## config.mk

```make
export PLATFORM = sky130hd
export DESIGN_NAME = ram_port_arbiter
export DESIGN_NICKNAME = d
export VERILOG_FILES = /design/src/rtl/ram_arb_pkg.sv /design/src/rtl/ram_arb_starve_ctr.sv /design/src/rtl/ram_port_arbiter.sv
export SDC_FILE = /design/constraint.sdc
export NUM_CORES = 1
export LEC_CHECK = 0
export ABC_CLOCK_PERIOD_IN_PS = 3000
export CAP_MARGIN = 10
export CORE_AREA = 2 2 78 80
export DETAILED_ROUTE_END_ITERATION = 6
export DIE_AREA = 0 0 80 82
export GPL_TIMING_DRIVEN = 1
export HOLD_SLACK_MARGIN = 0.1
export PLACE_DENSITY_LB_ADDON = 0.15
export SLEW_MARGIN = 20
export SYNTH_ARGS = -nofsm -noshare
export SYNTH_HDL_FRONTEND = slang
export SYNTH_SLANG_ARGS = --single-unit
```

## constraint.sdc

```tcl
create_clock -name clk -period 3 [get_ports clk]
set_input_delay 0.75 -clock clk [delete_from_list [all_inputs] [get_ports clk]]
set_output_delay 0.75 -clock clk [all_outputs]
set_load 0.005 [all_outputs]
```

## src/rtl/ram_arb_pkg.sv

```systemverilog
// Shared types and defaults for the data-RAM port arbiter.
// Holds the read-owner tag encoding and the default geometry and
// starvation limit used by ram_port_arbiter and arb_starve_ctr.
package ram_arb_pkg;

    // Who owns the read data that the RAM returns next cycle
    typedef enum logic [1:0] {
        OWN_NONE = 2'd0,
        OWN_CPU  = 2'd1,
        OWN_VID  = 2'd2
    } owner_t;

    // Default RAM geometry: 1024 words of 32 bits
    localparam int RAM_ARB_ADDR_W = 10;
    localparam int RAM_ARB_DATA_W = 32;

    // Default number of denied video cycles before video is forced through
    localparam int RAM_ARB_STARVE_MAX = 8;

    // Counter width that covers the full legal STARVE_MAX range (1..255)
    localparam int STARVE_CNT_W = 8;

endpackage

```

## src/rtl/ram_arb_starve_ctr.sv

```systemverilog
// Saturating starvation counter for the video requester.
// Counts up on inc, stops at MAX, and clears on clr or reset.
// sat is high while the count sits at MAX.
module arb_starve_ctr
    import ram_arb_pkg::*;
#(
    parameter int MAX = RAM_ARB_STARVE_MAX
) (
    input  logic clk,
    input  logic rst,
    input  logic inc,
    input  logic clr,
    output logic sat
);

    localparam logic [STARVE_CNT_W-1:0] MAX_V = STARVE_CNT_W'(MAX);

    logic [STARVE_CNT_W-1:0] count;

    // Count denied cycles, holding at the limit; clear wins over increment
    always_ff @(posedge clk) begin
        if (rst || clr) begin
            count <= '0;
        end else if (inc && (count != MAX_V)) begin
            count <= count + STARVE_CNT_W'(1);
        end
    end

    assign sat = (count == MAX_V);

endmodule

```

## src/rtl/ram_port_arbiter.sv

```systemverilog
// Two-requester arbiter for the single-port 1024x32 data RAM.
// The CPU data port and the video tile fetcher share the RAM's single
// address/write port. Grants are combinational, and each granted read is
// tagged so that the 1-cycle RAM read data is routed back to its owner.
// Optional build macro: RAM_ARB_STARVE_GUARD_EN adds a saturating
// starvation counter that forces a video grant after STARVE_MAX
// consecutive denied video cycles. Without it, the CPU always has priority.
module ram_port_arbiter
    import ram_arb_pkg::*;
#(
    parameter int ADDR_W     = RAM_ARB_ADDR_W,
    parameter int DATA_W     = RAM_ARB_DATA_W,
    parameter int STARVE_MAX = RAM_ARB_STARVE_MAX
) (
    input  logic              clk,
    input  logic              rst,

    input  logic              cpu_req,
    input  logic              cpu_we,
    input  logic [ADDR_W-1:0] cpu_addr,
    input  logic [DATA_W-1:0] cpu_wdata,
    output logic              cpu_gnt,
    output logic              cpu_rvalid,
    output logic [DATA_W-1:0] cpu_rdata,

    input  logic              vid_req,
    input  logic [ADDR_W-1:0] vid_addr,
    output logic              vid_gnt,
    output logic              vid_rvalid,
    output logic [DATA_W-1:0] vid_rdata,

    output logic [ADDR_W-1:0] ram_addr,
    output logic              ram_we,
    output logic [DATA_W-1:0] ram_data_in,
    input  logic [DATA_W-1:0] ram_data_out
);

    // Reject an out-of-range starvation limit at elaboration time
    if ((STARVE_MAX < 1) || (STARVE_MAX > 255)) begin : g_bad_starve_max
        $error("ram_port_arbiter: STARVE_MAX must be in 1..255");
    end

    owner_t owner_q;
    owner_t owner_d;
    logic   reset_hold;
    logic   grant_block;
    logic   vid_force;

    // Remember that reset was high last cycle so grants stay off one more cycle
    always_ff @(posedge clk) begin
        reset_hold <= rst;
    end

    assign grant_block = rst | reset_hold;

`ifdef RAM_ARB_STARVE_GUARD_EN
    logic starve_inc;
    logic starve_clr;

    assign starve_inc = vid_req & ~vid_gnt;
    assign starve_clr = vid_gnt | ~vid_req;

    arb_starve_ctr #(
        .MAX (STARVE_MAX)
    ) u_starve_ctr (
        .clk (clk),
        .rst (rst),
        .inc (starve_inc),
        .clr (starve_clr),
        .sat (vid_force)
    );
`else
    assign vid_force = 1'b0;
`endif

    // Pick at most one winner, steer its request onto the RAM port, and
    // decide which owner tag the RAM read data will carry next cycle
    always_comb begin
        cpu_gnt     = 1'b0;
        vid_gnt     = 1'b0;
        ram_addr    = '0;
        ram_we      = 1'b0;
        ram_data_in = '0;
        owner_d     = OWN_NONE;
        if (!grant_block) begin
            if (vid_req && (vid_force || !cpu_req)) begin
                vid_gnt  = 1'b1;
                ram_addr = vid_addr;
                owner_d  = OWN_VID;
            end else if (cpu_req) begin
                cpu_gnt     = 1'b1;
                ram_addr    = cpu_addr;
                ram_we      = cpu_we;
                ram_data_in = cpu_wdata;
                owner_d     = cpu_we ? OWN_NONE : OWN_CPU;
            end
        end
    end

    // Read tag register: owner of the data the RAM presents next cycle
    always_ff @(posedge clk) begin
        if (rst) begin
            owner_q <= OWN_NONE;
        end else begin
            owner_q <= owner_d;
        end
    end

    // Route returning read data to its owner; the other side sees zero.
    // Reset suppresses a return that was in flight when reset arrived.
    always_comb begin
        cpu_rvalid = (owner_q == OWN_CPU) && !rst;
        vid_rvalid = (owner_q == OWN_VID) && !rst;
        cpu_rdata  = cpu_rvalid ? ram_data_out : '0;
        vid_rdata  = vid_rvalid ? ram_data_out : '0;
    end

endmodule

```

==> flow_summary.toml, run 1 <==
[yosys]
synthCells = 150
yosysUniqueCellTypes = 11
synth_top_area_cell = "and2_1"
ys_ff_latch = 3
syn_area_per_cell_um2 = 6.91
synth_fp_nets = 239
yosys_warnings = 0
netlist_area_um2 = 1040
synthTopCellsByArea = "and2_1 59%, buf_6 11%, nand3b_1 7.2%, dfxtp_1 5.8%, nor3b_4 5.4%"
synth_top_area_share_pct = 58.5
yosysSeqAreaShare_pct = 5.79

[sta]
timing.fmax_mhz = 339
finalHoldViolations = 0
worst_slew_margin_rel_pct = 86.0
rsz0062_at_grt = "no"
tightest_slew_ns = 0.210
finalSetupViolCount = 0
skew_ns = 0.00165
period_needed_ns = 2.95
period_share_pct = 98.5
tns_ns = 0
slew_viol_final = 0
fin_ws_ns = 0.0462

[routing]
final_antenna_net_count = 0
avgViaCountPerCell = 4.05
dr.pass1.iters = 5
drt-initial-drc-count = 27
drc = 0
num_vias = 1760
routedWlPerCell_um = 12.9
wl_um = 5630

[placement]
numPortBuffers = 199
gp_congestion = 0.682
place_worst_setup_slack_ns = -0.221
dp_hpwl_um = 4260
placed_area_um2 = 3090

[hold_path]
worst_hold_path_type = "reg -> reg"

[worst_setup_path]
worstPathMaxFanout = 10
path_buf_inv = 4
crit_chain = "dlygate4sd2_1 > buf_6 > buf_4 > or2_4 > a21oi_1 > clkdlybuf4s50_1"
cp_data_required_time_ns = 2.25
end_kind = "primary output"
cp_top_family = "buffers and inverters"
critPathLaunchType = "primary input"
arrival_ns = 2.20
crit_type = "in -> out"
reg2reg_setup_slack_ns = 1.92
worst_path_max_delay_cell = "clkdlybuf4s50_1"
cpPeakStageDelay_ns = 0.52

[grt]
globalRouteOverflowTotal = 0
grt_pass1_wl_um = 8060
antenna_found_initial = 0
grt_pass1_vias = 1650
grt.total_usage_pct = 15.3
grt_max_degree = 34

[cells_and_area]
design_area_um2 = 3290
syn2layout_area_growth_pct = 218
fillCellCount = 568
nets = 450
n_antenna_cell = 0
utilization_pct = 57.3
drive_gt1_share_pct = 8.06

[cts]
clock-sinks = 3
htree_num_levels = 1
cts_hold_buffers = 0
cts_tree = "done"
clk_latency_ns = 0.21
numCtsBuffers = 3
path_clk_slew_ns = 0.03
clockBufferDepth = 2
clock-root-buffer = "clkbuf_8"

[floorplan]
core_um2 = 5750
die_h_um = 82
num_io_pins = 200
rows = 28
die-area_um2 = 6560
dieWidth_um = 80
start_util_pct = 18.1

[flow_run]
drv_cap = 0

[status]
run_status = "finished clean"

[power]
vdd_drop_max_uv = 104
p_leak_nw = 2.04
p_per_area_nw_per_um2 = 117
==> sequential cells by signal, indices dropped and copies added, names as in the netlist <==
signal      flops
reset_hold      1
owner_q         2
==> Yosys cell counts <==
cell and n:
nor2b_1 1, nor3b_1 2, nand2_1 10, or2_2 1
clkbuf_1 3, nand3b_1 10, dfxtp_1 3, buf_6 10
and2_1 97, a21oi_1 10, nor3b_4 3
==> area by class of cell <==
cell class	count	area, um2	share of cell area, %
clock buffers	4	45.0	1.37
well taps	75	93.8	2.85
multi-input cells	134	861	26.1
flip-flops and latches	3	60.1	1.82
repair buffers	219	2230	67.8
==> layout by cell type (no fill, tap or decap), drive strengths merged <==
cell type	count
and2	97
nor2b	1
a21oi	10
buf	18
clkdlybuf4s15	2
or2	1
nand3b	10
clkdlybuf4s50	92
dlygate4sd2	83
clkbuf	5
nor3b	5
nand2	10
dfxtp	3
dlymetal6s2s	22
bufbuf	1
==> worst register-to-register path, delay by kind of cell (launching register included) <==
family	cells	cell delay (ns)
flip-flops	1	0.32
AND/OR/NAND/NOR	2	0.31
buffers and inverters	3	0.38
==> stage by stage <==
step	power, mW	hold slack, ns	cells
6_report	0.384	0.791	435
5_1_grt	0.415	0.834	435
4_1_cts	0.389	0.794	431
3_5_place_dp	0.268	0.755	418
3_3_place_gp	0.267	0.747	418
2_1_floorplan	0.0936	0.581	150
==> kinds of logic after synthesis <==
logic type	synth area share, %
flops	5.79
buf+inv	11.9
simple gates	77.4
compound gates	4.83
==> where the power goes <==
group	internal (mW)	switching [mW]	total, mW	leakage [nW]
sequential	0.0417	0.00141	0.0431	0.0247
combinational	0.165	0.0603	0.226	2.00
clock	0.0905	0.0248	0.115	0.0228
==> timing repair <==
action | CTS | global route
resized for setup | 93 | 27
pin swaps | 1 | 2
setup buffers | 6 | 2
endpoints found under the setup margin | 111 | 37
gates cloned | 3 | 2
==> metal layers <==
| layer | vias to the layer above | global-route usage [%] | wire (um) |
|---|---|---|---|
| met5 | - | 0 | 0 |
| met4 | 0 | 2.54 | 0 |
| met3 | 0 | 4.40 | 563 |
| met2 | 116 | 31.2 | 3040 |
| met1 | 757 | 15.5 | 2030 |
| li1 | 887 | - | - |
==> final timing paths <==
kind              start          end  cells past startpoint
max                 rst  ram_addr[9]                      6
min          reset_hold   owner_q[1]                      3
max reg2reg  reset_hold   owner_q[0]                      5
min reg2reg  reset_hold   owner_q[1]                      3
No activity file was read; power rests on OpenSTA's default activity.
==> inputs of run 2 (changes only) <==
- REMOVE_ABC_BUFFERS: unset -> 1
- TNS_END_PERCENT: unset -> 1
==> flow_summary.toml, run 2 (same netlist as run 1, synthesis figures left out) <==
[status]
run_status = "finished clean"

[sta]
finalSetupViolCount = 0
skew_ns = 0.000952
holdWs_ns = 0.705
finalHoldViolations = 0
fin_ws_ns = 0.0250
tightest_slew_ns = 0.242
rsz0062_at_grt = "yes"
period_needed_ns = 2.97
timing.fmax_mhz = 336
period_share_pct = 99.2
slew_viol_final = 0
worst_slew_margin_rel_pct = 83.9
tns_ns = 0

[cts]
clockBufferDepth = 2
cts_tree = "done"
clock-root-buffer = "clkbuf_8"
htree_num_levels = 1
clk_latency_ns = 0.21
cts_hold_buffers = 0
numCtsBuffers = 3
path_clk_slew_ns = 0.03
clock-sinks = 3

[floorplan]
core_um2 = 5750
num_io_pins = 200
die-area_um2 = 6560
start_util_pct = 18.1
die_h_um = 82
rows = 28
dieWidth_um = 80

[power]
vdd_drop_max_uv = 120
power_frac_clock_pct = 30.4
p_switching_mw = 0.0864
power_mw = 0.380
p_int_mw = 0.294
power.share.switching_pct = 22.7
p_leak_nw = 1.79
p_per_area_nw_per_um2 = 119
pwr-share-comb_pct = 58.3
power_frac_seq_pct = 11.3

[cells_and_area]
drive_gt1_share_pct = 8.66
nets = 448
regArea_um2 = 60.1
fillCellCount = 598
syn2layout_area_growth_pct = 208
utilization_pct = 55.6
mostFrequentLayoutCell = "and2_1"
final_cell_mix = "97 x and2_1, 90 x clkdlybuf4s50_1, 73 x dlygate4sd2_1"
multi_input_area_um2 = 856
reg_top3 = "owner_q (2), reset_hold (1)"
top_register = "owner_q"
n_antenna_cell = 0
stdcell_count = 433
design_area_um2 = 3190
largest_register_ff_count = 2

[routing]
dr.pass1.iters = 4
final_antenna_net_count = 0
drc = 0
num_vias = 1756
wl_um = 5570
drt-initial-drc-count = 16
routedWlPerCell_um = 12.9
avgViaCountPerCell = 4.06

[grt]
grt_pass1_vias = 1518
antenna_found_initial = 0
globalRouteOverflowTotal = 0
grt_max_degree = 36
grt.total_usage_pct = 14.2
grt_pass1_wl_um = 7420

[worst_setup_path]
critPathLaunchType = "primary input"
arrival_ns = 2.22
cp_data_required_time_ns = 2.25
crit_type = "in -> out"
end_kind = "primary output"
worstPathMaxFanout = 7

[placement]
dp.cells = 418
gp_congestion = 0.704
placed_area_um2 = 3090
dp_hpwl_um = 4370
place_worst_setup_slack_ns = -0.187
numPortBuffers = 199

[flow_run]
drv_cap = 0

[hold_path]
worst_hold_path_type = "reg -> reg"
==> run 2: cell type report <==
cell class / count / share of cell area, %
Timing Repair Buffer: 217 / 67.0
Clock buffer: 4 / 1.41
Tap cell: 75 / 2.94
Multi-Input combinational cell: 134 / 26.8
Sequential cell: 3 / 1.88
==> run 2: per-layer routing <==
metal	GRT usage, %	vias to the layer above	routed length [um]
li1	-	882	-
met4	4.24	0	25
met3	3.85	2	625
met1	16.9	758	2170
met5	0	-	0
met2	24.8	114	2750
==> run 2: power groups by stage <==
stage / sequential [mW] / combinational (mW) / clock [mW]
2_1_floorplan: 0.0434 / 0.0384 / 0
4_1_cts: 0.0431 / 0.212 / 0.119
3_3_place_gp: 0.0435 / 0.225 / 0
6_report: 0.0431 / 0.222 / 0.115
3_5_place_dp: 0.0436 / 0.226 / 0
5_1_grt: 0.0432 / 0.240 / 0.124
==> run 2: timing repair <==
item / 4_1_cts / 5_1_grt
buffers inserted: 0 / 8
gates resized for setup: 102 / 46
endpoints found under the setup margin: 111 / 11
gates cloned: 0 / 3
pin swaps: 0 / 3
==> run 2: path summary, 6_finish.rpt <==
path              depth (start not counted)  slack (ns)  startpoint    endpoint
setup reg to reg                          4        1.95  reset_hold  owner_q[0]
setup / recovery                          5        0.03         rst     cpu_gnt
hold reg to reg                           2        0.71  reset_hold  owner_q[1]
hold / removal                            2        0.71  reset_hold  owner_q[1]
==> run 2: critical path, cell delays in order <==
cell             delay [ns]
clkdlybuf4s50_1        0.41
buf_6                  0.14
nor3b_4                0.27
buf_12                 0.15
clkdlybuf4s50_1        0.49
==> inputs of run 3 (changes only) <==
- CORE_AREA: 2 2 78 80 -> unset
- CORE_MARGIN: unset -> 5
- CORE_UTILIZATION: unset -> 21
- DIE_AREA: 0 0 80 82 -> unset
- GPL_TIMING_DRIVEN: 1 -> 0
- PLACE_DENSITY_LB_ADDON: 0.15 -> 0.05
==> flow_summary.toml, run 3 (same netlist as run 1, synthesis figures left out) <==
[placement]
place_worst_setup_slack_ns = -0.995
numPortBuffers = 199
dp_hpwl_um = 4870
gp_congestion = 0.718

[power]
pwr-share-comb_pct = 58.5
power.share.switching_pct = 22.6
p_int_mw = 0.299
power_frac_clock_pct = 29.9
power_frac_seq_pct = 11.5
power_mw = 0.387
vdd_drop_max_uv = 133
p_per_area_nw_per_um2 = 121
p_leak_nw = 1.21
p_switching_mw = 0.0875

[worst_setup_path]
crit_type = "in -> out"
cp_data_required_time_ns = 2.25
worstPathMaxFanout = 24
end_kind = "primary output"
arrival_ns = 2.09
critPathLaunchType = "primary input"

[cts]
htree_num_levels = 1
path_clk_slew_ns = 0.03
clock-root-buffer = "clkbuf_8"
cts_hold_buffers = 0
clk_latency_ns = 0.21
clock-sinks = 3
cts_tree = "done"
clockBufferDepth = 2
numCtsBuffers = 3

[flow_run]
drv_cap = 0

[floorplan]
core_um2 = 4750
dieWidth_um = 80.3
num_io_pins = 200
die_h_um = 80.3
rows = 25
start_util_pct = 21.8
die-area_um2 = 6440

[routing]
drt-initial-drc-count = 48
num_vias = 1740
routedWlPerCell_um = 14.5
wl_um = 6120
dr.pass1.iters = 4
avgViaCountPerCell = 4.12
drc = 0
final_antenna_net_count = 0

[sta]
worst_slew_margin_rel_pct = 73.2
rsz0062_at_grt = "no"
skew_ns = 0.000226
tightest_slew_ns = 0.402
slew_viol_final = 0
period_needed_ns = 2.84
period_share_pct = 94.5
timing.fmax_mhz = 353
fin_ws_ns = 0.165
finalHoldViolations = 0
finalSetupViolCount = 0

[cells_and_area]
mostFrequentLayoutCell = "clkdlybuf4s50_1"
n_antenna_cell = 0
nets = 445
drive_gt1_share_pct = 6.76
top_register = "owner_q"
syn2layout_area_growth_pct = 207
final_cell_mix = "196 x clkdlybuf4s50_1, 97 x and2_1, 11 x buf_4"
fillCellCount = 420
largest_register_ff_count = 2
reg_top3 = "owner_q (2), reset_hold (1)"

[grt]
grt_max_degree = 25
grt_pass1_vias = 1685
globalRouteOverflowTotal = 0
antenna_found_initial = 0
grt_pass1_wl_um = 8850
grt.total_usage_pct = 17.8

[status]
run_status = "finished clean"

[hold_path]
worst_hold_path_type = "reg -> reg"
-- run 3: worst max-delay path, stage by stage --
cell and delay, ns:
clkbuf_4 0.24, nor3b_4 0.26, buf_4 0.19, and2_1 0.13, clkdlybuf4s50_1 0.50
-- run 3: path summary, 6_finish.rpt --
kind	to	from	depth (start not counted)	slack, ns
max reg2reg	owner_q[0]	reset_hold	3	2.03
min	owner_q[1]	reset_hold	2	0.79
max	ram_data_in[10]	cpu_req	5	0.16
min reg2reg	owner_q[1]	reset_hold	2	0.79
-- run 3: layer usage --
layer  vias to the layer above  wire length [um]  track usage (%)
li1                        890                 -                -
met4                         0                78             3.72
met3                         6               782             7.62
met2                       115              3170             34.4
met5                         -                 0                0
met1                       729              2090             17.2
-- run 3: area by class of cell --
cell class / count / area (um2) / area share, %
repair buffers: 211 / 2090 / 65.4
flip-flops and latches: 3 / 60.1 / 1.88
clock buffers: 4 / 45.0 / 1.41
well taps: 67 / 83.8 / 2.63
multi-input cells: 137 / 912 / 28.6
-- run 3: repair_timing --
action	CTS	global route
cloned	3	0
resized for setup	13	3
buffers inserted	12	0
endpoints found under the setup margin	111	48
pin swaps	6	0
endpoints found under the hold margin	0	0
-- run 3: per-stage QoR --
step                std cells  hold slack, ns  area (um2)  util, %  setup TNS (ns)
floorplan                 137           0.633         913        -               0
global route              422           0.852        3190     67.0               0
detailed placement        403           0.699        2990     62.9          -82.44
finish                    422           0.793        3190     67.0               0
CTS                       422           0.820        3190     67.1               0
global placement          403           0.695        2990     62.9          -83.07
-- run 3: power groups by stage --
stage / clock [mW] / combinational (mW) / sequential (mW)
after floorplan: 0 / 0.0384 / 0.0434
after global placement: 0 / 0.215 / 0.0435
after detailed placement: 0 / 0.217 / 0.0436
after CTS: 0.119 / 0.229 / 0.0448
after global routing: 0.123 / 0.244 / 0.0449
final: 0.116 / 0.226 / 0.0446
